===== src/rtl/nibble_serial_adder_ctrl_if.sv =====
// Handshake and adder-side signal bundle for nibble_serial_adder_ctrl.
// master = requester plus the external 4-bit adder, slave = the controller.
interface nibble_serial_adder_ctrl_if #(
    parameter int NIBBLES = 4
);
    localparam int W = 4 * NIBBLES;

    logic         start;
    logic [W-1:0] op_a;
    logic [W-1:0] op_b;
    logic         cin;
    logic         busy;
    logic         done;
    logic [W-1:0] sum;
    logic         cout;
    logic         ovf;
    logic [3:0]   add_a;
    logic [3:0]   add_b;
    logic         add_cin;
    logic [3:0]   add_s;
    logic         add_cout;

    modport master (
        output start, op_a, op_b, cin, add_s, add_cout,
        input  busy, done, sum, cout, ovf, add_a, add_b, add_cin
    );

    modport slave (
        input  start, op_a, op_b, cin, add_s, add_cout,
        output busy, done, sum, cout, ovf, add_a, add_b, add_cin
    );
endinterface


===== src/rtl/nibble_serial_adder_ctrl.sv =====
// Nibble-serial adder controller: feeds one external 4-bit adder a nibble per
// cycle, chains the carry in a register and assembles a W-bit sum.
module nibble_serial_adder_ctrl #(
    parameter int NIBBLES = 4
) (
    input  logic                         clk,
    input  logic                         rst_n,
    nibble_serial_adder_ctrl_if.slave    bus
);
    localparam int W     = 4 * NIBBLES;
    localparam int IDX_W = $clog2(NIBBLES);

    typedef enum logic [1:0] {IDLE, RUN, DONE} state_t;

    state_t             state_q, state_d;
    logic [IDX_W-1:0]   idx_q, idx_d;
    logic [W-1:0]       a_q, a_d;
    logic [W-1:0]       b_q, b_d;
    logic               carry_q, carry_d;
    logic [W-1:0]       sum_q, sum_d;
    logic               cout_q, cout_d;
    logic               ovf_q, ovf_d;
    logic               busy_q, busy_d;
    logic               done_q, done_d;
    logic [3:0]         nib_a, nib_b;

    always_comb begin
        nib_a = 4'h0;
        nib_b = 4'h0;
        for (int n = 0; n < NIBBLES; n++) begin
            if (int'(idx_q) == n) begin
                nib_a = a_q[4*n +: 4];
                nib_b = b_q[4*n +: 4];
            end
        end
    end

    // Adder inputs are quiet outside RUN so the adder sees no stray activity.
    assign bus.add_a   = (state_q == RUN) ? nib_a : 4'h0;
    assign bus.add_b   = (state_q == RUN) ? nib_b : 4'h0;
    assign bus.add_cin = (state_q == RUN) & carry_q;

    always_comb begin
        state_d = state_q;
        idx_d   = idx_q;
        a_d     = a_q;
        b_d     = b_q;
        carry_d = carry_q;
        sum_d   = sum_q;
        cout_d  = cout_q;
        ovf_d   = ovf_q;
        busy_d  = busy_q;
        done_d  = 1'b0;
        case (state_q)
            IDLE: begin
                busy_d = 1'b0;
                if (bus.start) begin
                    a_d     = bus.op_a;
                    b_d     = bus.op_b;
                    carry_d = bus.cin;
                    idx_d   = '0;
                    sum_d   = '0;
                    cout_d  = 1'b0;
                    ovf_d   = 1'b0;
                    busy_d  = 1'b1;
                    state_d = RUN;
                end
            end
            RUN: begin
                for (int n = 0; n < NIBBLES; n++) begin
                    if (int'(idx_q) == n) begin
                        sum_d[4*n +: 4] = bus.add_s;
                    end
                end
                carry_d = bus.add_cout;
                if (int'(idx_q) == NIBBLES - 1) begin
                    cout_d  = bus.add_cout;
                    ovf_d   = (a_q[W-1] == b_q[W-1]) && (bus.add_s[3] != a_q[W-1]);
                    busy_d  = 1'b0;
                    done_d  = 1'b1;
                    state_d = DONE;
                end else begin
                    idx_d = idx_q + 1'b1;
                end
            end
            DONE: begin
                busy_d  = 1'b0;
                state_d = IDLE;
            end
            default: begin
                busy_d  = 1'b0;
                state_d = IDLE;
            end
        endcase
    end

    always_ff @(posedge clk or negedge rst_n) begin
        if (!rst_n) begin
            state_q <= IDLE;
            idx_q   <= '0;
            a_q     <= '0;
            b_q     <= '0;
            carry_q <= 1'b0;
            sum_q   <= '0;
            cout_q  <= 1'b0;
            ovf_q   <= 1'b0;
            busy_q  <= 1'b0;
            done_q  <= 1'b0;
        end else begin
            state_q <= state_d;
            idx_q   <= idx_d;
            a_q     <= a_d;
            b_q     <= b_d;
            carry_q <= carry_d;
            sum_q   <= sum_d;
            cout_q  <= cout_d;
            ovf_q   <= ovf_d;
            busy_q  <= busy_d;
            done_q  <= done_d;
        end
    end

    assign bus.busy = busy_q;
    assign bus.done = done_q;
    assign bus.sum  = sum_q;
    assign bus.cout = cout_q;
    assign bus.ovf  = ovf_q;
endmodule


===== src/flat_wrapper.sv =====
// flat-port wrapper written by rule: the top's interface ports become plain ports
module nibble_serial_adder_ctrl_flat 
#(
    parameter int NIBBLES = 4
)
  (clk, rst_n, bus_start, bus_op_a, bus_op_b, bus_cin, bus_add_s, bus_add_cout, bus_busy, bus_done, bus_sum, bus_cout, bus_ovf, bus_add_a, bus_add_b, bus_add_cin);
  nibble_serial_adder_ctrl_if #(.NIBBLES(NIBBLES)) bus_i ();
  input  logic clk;
  input  logic rst_n;
  input wire logic [$bits(bus_i.start)-1:0] bus_start;
  input wire logic [$bits(bus_i.op_a)-1:0] bus_op_a;
  input wire logic [$bits(bus_i.op_b)-1:0] bus_op_b;
  input wire logic [$bits(bus_i.cin)-1:0] bus_cin;
  input wire logic [$bits(bus_i.add_s)-1:0] bus_add_s;
  input wire logic [$bits(bus_i.add_cout)-1:0] bus_add_cout;
  output wire logic [$bits(bus_i.busy)-1:0] bus_busy;
  output wire logic [$bits(bus_i.done)-1:0] bus_done;
  output wire logic [$bits(bus_i.sum)-1:0] bus_sum;
  output wire logic [$bits(bus_i.cout)-1:0] bus_cout;
  output wire logic [$bits(bus_i.ovf)-1:0] bus_ovf;
  output wire logic [$bits(bus_i.add_a)-1:0] bus_add_a;
  output wire logic [$bits(bus_i.add_b)-1:0] bus_add_b;
  output wire logic [$bits(bus_i.add_cin)-1:0] bus_add_cin;
  assign bus_i.start = bus_start;
  assign bus_i.op_a = bus_op_a;
  assign bus_i.op_b = bus_op_b;
  assign bus_i.cin = bus_cin;
  assign bus_i.add_s = bus_add_s;
  assign bus_i.add_cout = bus_add_cout;
  assign bus_busy = bus_i.busy;
  assign bus_done = bus_i.done;
  assign bus_sum = bus_i.sum;
  assign bus_cout = bus_i.cout;
  assign bus_ovf = bus_i.ovf;
  assign bus_add_a = bus_i.add_a;
  assign bus_add_b = bus_i.add_b;
  assign bus_add_cin = bus_i.add_cin;
  nibble_serial_adder_ctrl #(.NIBBLES(NIBBLES)) u_core (.clk(clk), .rst_n(rst_n), .bus(bus_i));
endmodule

===== config.mk =====
export PLATFORM = sky130hd
export DESIGN_NAME = nibble_serial_adder_ctrl_flat
export DESIGN_NICKNAME = d
export VERILOG_FILES = /design/src/rtl/nibble_serial_adder_ctrl_if.sv /design/src/rtl/nibble_serial_adder_ctrl.sv /design/src/flat_wrapper.sv
export SDC_FILE = /design/constraint.sdc
export NUM_CORES = 1
export LEC_CHECK = 0
export ABC_AREA = 1
export ABC_CLOCK_PERIOD_IN_PS = 1600
export CAP_MARGIN = 5
export CORE_MARGIN = 2
export CORE_UTILIZATION = 30
export CTS_BUF_LIST = sky130_fd_sc_hd__clkbuf_16
export DETAILED_ROUTE_END_ITERATION = 8
export SYNTH_ARGS = -nofsm -noshare
export SYNTH_HDL_FRONTEND = slang
export SYNTH_SLANG_ARGS = --single-unit

===== constraint.sdc =====
create_clock -name clk -period 1.6 [get_ports clk]
set_input_delay 0.32 -clock clk [delete_from_list [all_inputs] [get_ports clk]]
set_output_delay 0.32 -clock clk [all_outputs]
set_load 0.02 [all_outputs]

==> flow_metrics.py, run 1 <==
metrics = {
    "worst_setup_path": {
        "regToRegEndpoint": "u_core.bus.sum[8]$_DFFE_PN0P_",
        "critPathKind": "flip-flop to output pin",
        "crit_end": "bus_add_a[2]",
        "crit_start": "u_core.idx_q[0]$_DFFE_PN0P_",
        "arrival_ns": 1.70,
        "startpoint_type": "flip-flop",
        "crit_fanout": 5,
        "reg2reg_depth": 8,
        "required_ns": 1.28,
        "end_kind": "output pin",
        "rrSetupSlack_ns": 0.10,
        "regToRegStartpoint": "u_core.idx_q[0]$_DFFE_PN0P_",
    },
    "timing": {
        "fin_crit_sh": 1.264,
        "rsz0062_at_grt": "true",
        "finalHoldViolations": 0,
        "skew_ns": 0.004819,
        "worst_pin_slew_ns": 0.2737,
        "period_needed_ns": 2.023,
        "setup_viol_count_final": 8,
        "relSlewSlack": 0.8175,
        "hold_ws_ns": 0.3659,
        "fin_ws_ns": -0.4229,
        "slew_viol_final": 0,
        "fmax_ghz": 0.4943,
    },
    "routing": {
        "ant_nets": 0,
        "post_drt_wl_per_cell_um": 12.61,
        "drt-pass1-iter-count": 6,
        "vias": 2422,
        "first_iter_violations": 83,
        "drc": 0,
        "vias_per_cell": 4.380,
        "finalWirelength_um": 6974,
    },
    "clock_tree": {
        "clock_path_buffers": 2,
        "path_clk_slew_ns": 0.05,
        "cts_tree": "done",
        "cts_sinks": 57,
        "cts_made_buffers": 9,
        "cts_root_buf": "clkbuf_16",
        "clock_latency_ns": 0.32,
        "htreeDepth": 3,
    },
    "floorplan": {
        "fp.dieArea_um2": 9801,
        "die_h_um": 99,
        "placementRows": 34,
        "ios": 70,
        "dieWidth_um": 99,
        "initial_core_util": 0.3105,
        "core_area_um2": 8721,
    },
    "synth": {
        "syn_nets": 387,
        "syn_inst": 342,
        "netlist_area_um2": 2708,
        "netlist_top_cells_area": "dfrtp_1, nand2_1, buf_6, nor2_2, inv_1",
        "synth_xor_area_frac": 0,
        "synth.distinct_cells": 20,
        "ys_seq_area_frac": 0.5268,
        "synth-compound-area-share": 0.04667,
        "synth_top_family_by_area": "simple AND/OR/NAND/NOR gates",
        "synth_top_area_share": 0.5268,
        "synthAdderAreaFrac": 0.01848,
        "yosys-mux-area-fraction": 0,
        "yosys_warnings": 0,
        "ys_ff_latch": 57,
        "synth-simple-area-share": 0.3461,
        "avgSynthCellArea_um2": 7.917,
        "synth_top_area_cell": "dfrtp_1",
    },
    "layout": {
        "fillers": 864,
        "seqCellArea_um2": 1428,
        "layout_common_cells": "nand2_1, dfrtp_1, clkdlybuf4s50_1",
        "n_antenna_cell": 0,
        "multi_input_area_um2": 1167,
        "drive_gt1_frac": 0.1955,
        "layout_commonest_cell": "nand2_1",
        "fin_util": 0.4595,
        "layout.nets": 485,
        "design_area_um2": 4008,
        "area_growth_syn_to_layout_pct": 48.01,
    },
    "grt": {
        "overflow": 0,
        "track_usage": 0.1509,
        "first_global_vias": 2430,
        "antenna_found_initial": 0,
        "grt_max_degree": 35,
        "grt_pass1_wl_um": 11620,
    },
    "place": {
        "post_dp_cell_area_um2": 3628,
        "place_ws_ns": -0.5686,
        "gp_congestion": 0.7962,
        "port_buffers": 69,
        "dp_hpwl_um": 5056,
    },
    "outcome": {
        "status": "complete, but fails checks",
        "violations": "negative setup slack",
    },
    "flow_run": {
        "maxCapViolCount": 0,
    },
    "power_and_ir_drop": {
        "pwr-share-clk": 0.214,
        "p_per_area_nw_per_um2": 2098,
        "p_comb_frac": 0.493,
        "p_sw_mw": 3.405,
        "power.share.switching": 0.4050,
        "pwr-share-seq": 0.293,
        "p_int_mw": 5.002,
        "power.leakage_nw": 2.185,
        "irDropWorstVdd_mv": 1.326,
    },
    "min_path": {
        "hp-class": "primary input to asynchronous set/reset pin",
    },
}
[final cells by class]
class | count | area share
Multi-Input combinational cell | 255 | 0.2913
Clock buffer | 9 | 0.05620
Inverter | 18 | 0.01748
Sequential cell | 57 | 0.3562
Timing Repair Buffer | 99 | 0.2317
Tap cell | 108 | 0.03372
Clock inverter | 7 | 0.01342
[sequential cells by signal (all words and copies together), names as in the netlist]
signal           cells
u_core.a_q          16
u_core.b_q          16
u_core.bus.sum      16
u_core.idx_q         2
u_core.state_q       2
u_core.bus.busy      1
u_core.bus.cout      1
u_core.bus.done      1
u_core.bus.ovf       1
u_core.carry_q       1
[critical path, cell delays in order, from the launching register on]
cell and delay, ns:
dfrtp_2 0.44, inv_2 0.10, ha_4 0.13, inv_2 0.04, nor2_4 0.18, buf_4 0.14
nand2_1 0.04, nand2_1 0.06, nand2_1 0.05, nand2_1 0.08, buf_6 0.12
[how the worst min path moves through the flow]
stage	from	end	cells past startpoint
3_3_place_gp	rst_n	u_core.bus.sum[5]$_DFFE_PN0P_	1
6_report	rst_n	u_core.bus.sum[7]$_DFFE_PN0P_	2
2_1_floorplan	rst_n	u_core.a_q[0]$_DFFE_PN0P_	0
4_1_cts	rst_n	u_core.bus.sum[7]$_DFFE_PN0P_	2
3_5_place_dp	rst_n	u_core.bus.sum[6]$_DFFE_PN0P_	1
5_1_grt	rst_n	u_core.bus.sum[7]$_DFFE_PN0P_	2
[repair_timing]
action / CTS / global route
pin swaps: 2 / 6
setup endpoints to repair: 31 / 17
hold buffers: 1 / 0
resized for setup: 75 / 18
buffers inserted: 5 / 0
hold endpoints to repair: 4 / 0
[layer usage]
metal  part of all wire  track usage  vias to the layer above  routed length [µm]
met2               0.43       0.2292                       76                2989
met5                  0            0                        -                   0
li1                   -            -                     1235                   -
met3              0.062      0.03617                       15                 429
met4              0.028      0.07587                        0                 194
met1               0.48       0.2014                     1096                3361
[power by group through the flow]
stage	Clock, mW	Sequential (mW)	Combinational, mW
final	1.80	2.46	4.15
after global routing	1.88	2.55	4.59
after CTS	1.83	2.45	4.03
after detailed placement	0	2.46	3.94
after global placement	0	2.43	3.90
after floorplan	0	2.60	2.24
[synthesized netlist by cell type (all sizes together)]
library cell and count:
o21a 2, o21ai 6, nand2 198, a21oi 11, ha 4, inv 18, nand3b 1, nor2 27
buf 12, nand3 6, dfrtp 57
[through the flow]
step / cells / TNS (ns) / total power [mW]
after floorplan: 342 / 0 / 4.836
after global placement: 531 / -4.153 / 6.330
after global routing: 553 / -3.856 / 9.019
after CTS: 553 / -3.244 / 8.300
final: 553 / -3.253 / 8.407
after detailed placement: 531 / -4.427 / 6.401
[cell families (layout without fill, tap and decap cells)]
group,after synthesis,after routing
compound gates,19,19
fa+ha+maj,4,4
buf+inv,30,133
flops,57,57
simple gates,232,232
(Power assumes the default switching activity.)
==> run 2: changes to the inputs <==
--- a/config.mk
+++ b/config.mk
@@ -10,7 +10,7 @@
 export CAP_MARGIN = 5
 export CORE_MARGIN = 2
 export CORE_UTILIZATION = 30
-export CTS_BUF_LIST = sky130_fd_sc_hd__clkbuf_16
+export CTS_BUF_LIST = sky130_fd_sc_hd__clkbuf_2
 export DETAILED_ROUTE_END_ITERATION = 8
 export SYNTH_ARGS = -nofsm -noshare
 export SYNTH_HDL_FRONTEND = slang
==> flow_metrics.py, run 2 (synthesis gave the netlist of run 1 again) <==
metrics = {
    "clock_tree": {
        "cts_root_buf": "clkbuf_2",
        "cts_sinks": 57,
        "clock_latency_ns": 0.47,
        "htreeDepth": 3,
        "cts_made_buffers": 9,
        "clock_path_buffers": 2,
        "path_clk_slew_ns": 0.16,
        "cts_tree": "done",
    },
    "routing": {
        "met3_length_um": 443,
        "post_drt_wl_per_cell_um": 12.59,
        "first_iter_violations": 71,
        "vias": 2433,
        "wirelength_met1_um": 3329,
        "vias_per_cell": 4.400,
        "drt-pass1-iter-count": 5,
        "finalWirelength_um": 6960,
        "ant_nets": 0,
        "maxUsedRoutingLayer": "met4",
        "drc": 0,
        "wl_met2_um": 3025,
    },
    "timing": {
        "fin_crit_sh": 1.388,
        "worst_pin_slew_ns": 0.2735,
        "rsz0062_at_grt": "true",
        "fmax_ghz": 0.4501,
        "setup_viol_count_final": 9,
        "relSlewSlack": 0.8177,
        "slew_viol_final": 0,
        "finalHoldViolations": 0,
        "fin_ws_ns": -0.6215,
        "skew_ns": 0.01666,
        "period_needed_ns": 2.222,
    },
    "grt": {
        "antenna_found_initial": 0,
        "first_global_vias": 2452,
        "overflow": 0,
        "grt_pass1_wl_um": 11630,
        "grt_max_degree": 35,
        "track_usage": 0.1499,
    },
    "place": {
        "dp.cells": 531,
        "dp_hpwl_um": 5056,
        "port_buffers": 69,
        "gp_congestion": 0.7962,
    },
    "layout": {
        "fin_cells": 553,
        "n_antenna_cell": 0,
        "area_growth_syn_to_layout_pct": 42.10,
        "layout_commonest_cell": "nand2_1",
        "layout_common_cells": "nand2_1, dfrtp_1, clkdlybuf4s50_1",
        "layout.nets": 485,
        "fillers": 878,
        "drive_gt1_frac": 0.2202,
    },
    "worst_setup_path": {
        "startpoint_type": "flip-flop",
        "reg2reg_depth": 8,
        "rrSetupSlack_ns": 0.09,
        "crit_fanout": 5,
        "critPathKind": "flip-flop to output pin",
        "required_ns": 1.28,
        "end_kind": "output pin",
        "arrival_ns": 1.90,
    },
    "floorplan": {
        "fp.dieArea_um2": 9801,
        "die_h_um": 99,
        "ios": 70,
        "placementRows": 34,
        "dieWidth_um": 99,
        "initial_core_util": 0.3105,
        "core_area_um2": 8721,
    },
    "power_and_ir_drop": {
        "power.leakage_nw": 2.087,
        "p_per_area_nw_per_um2": 1968,
        "power_mw": 7.571,
        "irDropWorstVdd_mv": 1.014,
    },
    "min_path": {
        "hp-class": "primary input to asynchronous set/reset pin",
    },
    "flow_run": {
        "maxCapViolCount": 0,
    },
    "outcome": {
        "status": "complete, but fails checks",
        "violations": "negative setup slack",
    },
}
==> run 2: final cells by class <==
type	instances	area [µm²]	share of cell area
clock buffers	11	55.05	0.01431
clock inverters	5	46.29	0.01203
flip-flops and latches	57	1428	0.3711
multi-input cells	255	1191	0.3096
repair buffers	99	922.1	0.2397
well taps	108	135.1	0.03512
inverters	18	70.07	0.01821
==> run 2: final timing paths <==
check	to	startpoint
min in group clk	u_core.b_q[12]$_DFFE_PN0P_	bus_op_b[12]
worst min-delay path	u_core.bus.sum[7]$_DFFE_PN0P_	rst_n
worst max-delay path	bus_add_a[2]	u_core.idx_q[1]$_DFFE_PN0P_
max in group asynchronous	u_core.idx_q[0]$_DFFE_PN0P_	rst_n
worst max register to register	u_core.bus.sum[8]$_DFFE_PN0P_	u_core.idx_q[0]$_DFFE_PN0P_
worst min register to register	u_core.b_q[11]$_DFFE_PN0P_	u_core.b_q[11]$_DFFE_PN0P_
==> run 2: worst max-delay path, cell delays in order (launching register included) <==
cell	delay, ns
dfrtp_1	0.46
inv_2	0.12
ha_4	0.14
inv_4	0.03
nor2_4	0.18
buf_4	0.14
nand2_1	0.04
nand2_1	0.06
nand2_1	0.05
nand2_1	0.08
buf_6	0.12
==> run 2: metal layers <==
metal | up-vias | track usage
li1 | 1233 | -
met2 | 86 | 0.2271
met3 | 16 | 0.03617
met5 | - | 0
met1 | 1098 | 0.2018
met4 | 0 | 0.07165
==> run 2: where the power goes <==
part           internal (mW)  switching (mW)  leakage, nW
registers               2.06           0.396        0.724
clock network          0.358           0.528       0.0684
logic                   1.79            2.44         1.29
total                   4.20            3.37         2.09
==> run 2: timing repair <==
item / in CTS / in global routing
pin swaps: 2 / 6
hold buffers: 1 / 0
setup buffers: 5 / 0
resized for setup: 86 / 21
hold endpoints to repair: 57 / 0
endpoints found under the setup margin: 35 / 20
==> run 2: through the flow <==
step / instance area [µm²] / util / TNS (ns) / setup WS (ns) / hold slack (ns)
after floorplan: 2715 / - / 0 / 0.01009 / 0.02441
after global placement: 3628 / 0.4161 / -4.153 / -0.5449 / 0.1564
after detailed placement: 3628 / 0.4161 / -4.427 / -0.5686 / 0.1510
after CTS: 3794 / 0.4350 / -5.015 / -0.6237 / 0.1609
after global routing: 3847 / 0.4412 / -5.922 / -0.7341 / 0.1683
final: 3847 / 0.4412 / -4.884 / -0.6215 / 0.1842
==> RTL change 1: new RTL, config.mk and constraints of run 1 <==
Reset style: synchronous (`rst_n`), changed in one clocked block.
--- a/src/rtl/nibble_serial_adder_ctrl.sv
+++ b/src/rtl/nibble_serial_adder_ctrl.sv
@@ -94,7 +94,7 @@
         endcase
     end
 
-    always_ff @(posedge clk or negedge rst_n) begin
+    always_ff @(posedge clk) begin
         if (!rst_n) begin
             state_q <= IDLE;
             idx_q   <= '0;
Formal check against the unedited RTL: differs if rst_n is asserted again (counterexample within 4 cycles, from zero or initial values and one cycle with rst_n low); with rst_n held inactive, the same outputs for 10 cycles.
==> RTL change 1 against run 1 <==
  * Sequential cell count unchanged
  * Largest cell class is now multi-input gates
  * The flow still finishes with violations (negative setup slack)
  * Design area up 1.4%
  * Hold slack better by 0.095 ns
  * Routed wire length down 2.0%
  * Die area down 8.6%
  * Area after synthesis down 8.9%
  * Worst setup slack better by 0.11 ns
Power is not compared: it rests on default switching activity, and its combinational part moved more than twofold at a synthesized area within 25%.
==> RTL change 1: results (changes against run 1) <==
qor: yosys.synth-seq-area-share 0.463 [-0.0641]
qor: final_layout.drive_above_1_share 0.245 [+0.0494]
qor: worst_setup_path.worst_path_max_delay_cell sky130_fd_sc_hd__dfxtp_4
qor: timing.setup_violations 8 [unchanged]
qor: yosys.synthArstFlopShare 0 [-1.00]
qor: route.drt-pass1-iter-count 4 [-2]
qor: placement.post-dp-hpwl 4920 um [-2.7%]
qor: global_routing.grt_start_max_net_pins 31 [-11%]
qor: final_layout.nets 481 [-0.82%]
qor: final_layout.n_fill_cell 808 [-6.5%]
qor: placement.gp_routability_congestion 0.746 [-6.3%]
qor: worst_setup_path.critical_path_arrival 1.59 ns [-0.11 ns]
qor: route.vias 2520 [+4.0%]
qor: worst_setup_path.max_stage_delay 0.40 ns [-0.04 ns]
qor: yosys.net_count_synth 381 [-1.6%]
qor: yosys.yosys.cell_types.count 19 [-5.0%]
qor: global_routing.wire_length_of_the_first_global_routing_pass 11400 um [-2.2%]
qor: route.initialDrtViolationCount 56 [-33%]
qor: min_path.hold_class flip-flop to flip-flop
qor: timing.setup_slack -0.314 ns [+0.109 ns]
qor: outcome.outcome finished, violations left
qor: placement.place_area 3510 sq um [-3.3%]
qor: outcome.violations negative setup slack
qor: yosys.synth.top_cells.by_count sky130_fd_sc_hd__nor2_1 (72), sky130_fd_sc_hd__dfxtp_1 (57), sky130_fd_sc_hd__nand2_1 (53), sky130_fd_sc_hd__o21ai_0 (52), sky130_fd_sc_hd__a21oi_1 (32)
qor: global_routing.grt_usage 0.165 [+0.0137]
qor: timing.worstMarginPinSlew 0.294 ns [+0.0203 ns]
qor: timing.finalClockSkew 0.00677 ns [+0.00195 ns]
qor: yosys.ys_dominant_reg_cell sky130_fd_sc_hd__dfxtp_1
qor: worst_setup_path.crit_fanout 8 [+3]
qor: yosys.yosys-top-cells-area sky130_fd_sc_hd__dfxtp_1 (46%), sky130_fd_sc_hd__nor2_1 (11%), sky130_fd_sc_hd__o21ai_0 (11%), sky130_fd_sc_hd__nand2_1 (8.1%), sky130_fd_sc_hd__a21oi_1 (6.5%)
==> RTL change 1: cell types whose count changed after synthesis, moves of 8 or more <==
| cell | before | now |
|---|---|---|
| sky130_fd_sc_hd__a21oi_1 | 11 | 32 |
| sky130_fd_sc_hd__clkbuf_1 | 0 | 8 |
| sky130_fd_sc_hd__dfrtp_1 | 57 | 0 |
| sky130_fd_sc_hd__dfxtp_1 | 0 | 57 |
| sky130_fd_sc_hd__nand2_1 | 195 | 53 |
| sky130_fd_sc_hd__nor2_1 | 14 | 72 |
| sky130_fd_sc_hd__nor2_2 | 10 | 1 |
| sky130_fd_sc_hd__o21ai_0 | 2 | 52 |
==> RTL change 1: cell type report <==
cell class	instances	area (sq um)	share of cell area
clock buffer	9	225	0.0554
clock inverter	7	110	0.0271
inverter	17	73.8	0.0182
multi-input combinational	245	1350	0.332
sequential	57	1150	0.283
tap	105	131	0.0323
timing repair buffer	106	1020	0.252
==> RTL change 1: through the flow <==
step                      setup WS [ns]  setup TNS (ns)  instances  hold WS, ns   util
after global routing             -0.362           -2.78        546        0.480  0.502
final                            -0.314           -2.35        546        0.461  0.502
after CTS                        -0.320           -2.41        546        0.465  0.496
after global placement           -0.504           -4.00        524        0.457  0.434
after detailed placement         -0.551           -4.33        524        0.453  0.434
after floorplan                 -0.0787          -0.173        336        0.450      -
==> RTL change 1: path summary, 6_finish.rpt <==
path / start / endpoint / slack (ns) / depth (start not counted)
setup reg to reg: u_core.state_q[0] / u_core.bus.sum[11] / 0.24 / 7
setup / recovery: u_core.idx_q[0] / bus_add_b[3] / -0.31 / 8
hold / removal: u_core.bus.sum[10] / u_core.bus.sum[10] / 0.46 / 2
hold reg to reg: u_core.bus.sum[10] / u_core.bus.sum[10] / 0.46 / 2
==> RTL change 1: per-layer routing <==
layer | global-route usage | vias up | wire [um]
met3 | 0.0543 | 16 | 406
met5 | 0 | - | 0
met2 | 0.270 | 66 | 3240
met1 | 0.197 | 1140 | 3030
met4 | 0.0688 | 0 | 159
li1 | - | 1298 | -
==> RTL change 1: timing repair <==
item | CTS | global route
pin swaps | 9 | 4
buffers inserted | 6 | 0
endpoints found under the setup margin | 18 | 19
hold buffers | 0 | 0
endpoints found under the hold margin | 0 | 0
resized for setup | 99 | 18
==> RTL change 1: power by group <==
group	internal [mW]	switching, mW	total, mW
clock network	1.50	0.635	2.14
logic	0.410	0.439	0.849
registers	1.52	0.0650	1.58
==> RTL change 1: kinds of logic (layout without fill, tap and decap cells) <==
| logic type | after synthesis | count (layout) | share of synthesized area |
|---|---|---|---|
| buffers and inverters | 34 | 139 | 0.0599 |
| and+or+nand+nor | 151 | 151 | 0.268 |
| AOI/OAI and AO/OA | 90 | 90 | 0.189 |
| adders and majority gates | 4 | 4 | 0.0203 |
| DFF | 57 | 57 | 0.463 |
==> RTL change 2: new RTL, flow settings as in run 1 <==
Made on the original files. `NIBBLES` is set to 4 in 3 places; all go to 2.
--- a/src/rtl/nibble_serial_adder_ctrl_if.sv
+++ b/src/rtl/nibble_serial_adder_ctrl_if.sv
@@ -1,7 +1,7 @@
 // Handshake and adder-side signal bundle for nibble_serial_adder_ctrl.
 // master = requester plus the external 4-bit adder, slave = the controller.
 interface nibble_serial_adder_ctrl_if #(
-    parameter int NIBBLES = 4
+    parameter int NIBBLES = 2
 );
     localparam int W = 4 * NIBBLES;
 
--- a/src/rtl/nibble_serial_adder_ctrl.sv
+++ b/src/rtl/nibble_serial_adder_ctrl.sv
@@ -1,7 +1,7 @@
 // Nibble-serial adder controller: feeds one external 4-bit adder a nibble per
 // cycle, chains the carry in a register and assembles a W-bit sum.
 module nibble_serial_adder_ctrl #(
-    parameter int NIBBLES = 4
+    parameter int NIBBLES = 2
 ) (
     input  logic                         clk,
     input  logic                         rst_n,
--- a/src/flat_wrapper.sv
+++ b/src/flat_wrapper.sv
@@ -1,7 +1,7 @@
 // flat-port wrapper written by rule: the top's interface ports become plain ports
 module nibble_serial_adder_ctrl_flat 
 #(
-    parameter int NIBBLES = 4
+    parameter int NIBBLES = 2
 )
   (clk, rst_n, bus_start, bus_op_a, bus_op_b, bus_cin, bus_add_s, bus_add_cout, bus_busy, bus_done, bus_sum, bus_cout, bus_ovf, bus_add_a, bus_add_b, bus_add_cin);
   nibble_serial_adder_ctrl_if #(.NIBBLES(NIBBLES)) bus_i ();
Ports: changed (resized bus_op_a, bus_op_b and bus_sum); port bits go from 70 to 46. No check against the original RTL was run, so the function may have changed too.
==> RTL change 2 against run 1 <==
  * Power fell by 47%
  * Sequential cell count fell by 25
  * Design area fell by 45%
  * Area after synthesis fell by 48%
  * Synthesized cell count fell by 50%
  * Worst setup slack improved by 0.47 ns
  * Routed wire length fell by 52%
  * Count of clock-buffer cells in the layout fell by 4
  * Largest cell class unchanged
  * Largest power group unchanged
==> RTL change 2: results (changes against run 1) <==
qor: outcome.outcome completed
qor: placement.gp_routability_congestion 0.746 [-6.3%]
qor: worst_setup_path.timing.critical_path.max_delay_family buffers and inverters
qor: worst_setup_path.reg2reg_from u_core.state_q[0]
qor: timing.relSlewSlack 0.728 [-0.0897]
qor: pwr.p_leak 1.17 nW [-46%]
qor: yosys.synth.top_cells.by_count sky130_fd_sc_hd__nand2_1 (87), sky130_fd_sc_hd__dfrtp_1 (32), sky130_fd_sc_hd__inv_1 (11)
qor: yosys.yosys.cell_types.count 15 [-25%]
qor: yosys.net_count_synth 197 [-49%]
qor: clock_network.tritoncts.num_buffers 5 [-4]
qor: worst_setup_path.max_stage_delay 0.61 ns [+0.17 ns]
qor: final_layout.antenna_cells_inserted 0 [unchanged]
qor: worst_setup_path.worst-r2r-cell-count 6 [-2]
qor: global_routing.first_global_vias 1293 [-47%]
qor: yosys.synth_fa_ha_area_frac 0 [-0.0185]
qor: timing.finalClockSkew 0.00939 ns [+0.00457 ns]
qor: yosys.compound_gate_portion_of_the_synthesized_area 0.0463 [-0.000327]
qor: timing.maxClockFrequency 642 MHz [+30%]
qor: clock_network.cts.clk_slew.worst_paths 0.06 ns
qor: worst_setup_path.crit_fanout 2 [-3]
qor: pwr.netSwitchingFraction 0.391 [-0.0138]
qor: yosys.xor_xnor_share_of_the_synthesized_area 0 [unchanged]
qor: worst_setup_path.worst_path_max_delay_cell sky130_fd_sc_hd__clkdlybuf4s50_1
qor: route.drt-wirelength-per-cell 11.7 um [-7.1%]
qor: worst_setup_path.critical_path_arrival 1.24 ns [-0.46 ns]
qor: pwr.vdd_ir_max 0.853 mV [-36%]
qor: placement.post-dp-hpwl 2370 um [-53%]
qor: route.initialDrtViolationCount 66 [-20%]
qor: final_layout.drive_above_1_share 0.199 [+0.00365]
qor: global_routing.grt_usage 0.149 [-0.00225]
qor: global_routing.grt_start_max_net_pins 33 [-5.7%]
qor: placement.port-buffer-count 45 [-35%]
qor: placement.place_area 2020 sq um [-44%]
qor: final_layout.n_fill_cell 446 [-48%]
qor: route.drt-pass1-iter-count 4 [-2]
qor: final_layout.register_area 802 sq um [-44%]
qor: global_routing.wire_length_of_the_first_global_routing_pass 5820 um [-50%]
qor: yosys.yosys-top-cells-area sky130_fd_sc_hd__dfrtp_1 (57%), sky130_fd_sc_hd__nand2_1 (23%), sky130_fd_sc_hd__inv_1 (2.9%), sky130_fd_sc_hd__a21oi_1 (2.5%), sky130_fd_sc_hd__nand3_1 (2.5%)
qor: placement.detailedPlace.worstSlack -0.192 ns [+0.376 ns]
qor: yosys.synth-seq-area-share 0.570 [+0.0436]
qor: clock_network.cts_htree_levels 2 [-1]
qor: worst_setup_path.rr_endpoint u_core.b_q[3]
qor: route.via_per_inst 4.43 [+1.2%]
[RTL change 2: through the flow]
stage               cells  hold slack [ns]
finish                288            0.432
global route          288            0.475
CTS                   286            0.455
detailed placement    278            0.465
global placement      278            0.461
floorplan             172           0.0244
[RTL change 2: cells by family (layout without fill, tap and decap cells)]
group | Yosys count | count (layout)
simple gates | 109 | 109
flops | 32 | 32
buf+inv | 18 | 82
compound gates | 13 | 13
[RTL change 2: power by group through the flow]
stage | Combinational [mW] | Sequential (mW) | Clock [mW]
finish | 2.14 | 1.39 | 0.899
global route | 2.37 | 1.44 | 0.958
CTS | 2.04 | 1.38 | 0.917
detailed placement | 2.10 | 1.38 | 0
global placement | 2.08 | 1.38 | 0
floorplan | 0.998 | 1.48 | 0
[RTL change 2: cell type report]
type,count,share of cell area
sequential,32,0.366
inverter,13,0.0222
multi-input combinational,122,0.252
clock buffer,5,0.0570
timing repair buffer,61,0.266
tap,52,0.0297
clock inverter,3,0.00685
[RTL change 2: worst max path at each step]
stage,startpoint,endpoint
floorplan,u_core.idx_q,bus_add_a[0]
global placement,u_core.state_q[0],bus_add_b[3]
detailed placement,u_core.idx_q,bus_add_b[3]
CTS,u_core.state_q[1],bus_add_b[3]
global route,u_core.idx_q,bus_add_a[1]
finish,u_core.bus.sum[3],bus_sum[3]
[RTL change 2: what timing repair did]
action	4_1_cts	5_1_grt
pin swaps	0	1
resized for setup	43	18
endpoints found under the setup margin	9	12
buffers inserted	0	2
hold endpoints to repair	0	0
[RTL change 2: routing by layer]
metal,share of wire,routed length [um],track usage,vias to the layer above
met5,0,0,0,-
met4,0.017,58,0.0700,0
met3,0.050,170,0.0431,4
met2,0.44,1480,0.216,31
met1,0.49,1670,0.204,582
li1,-,-,-,659
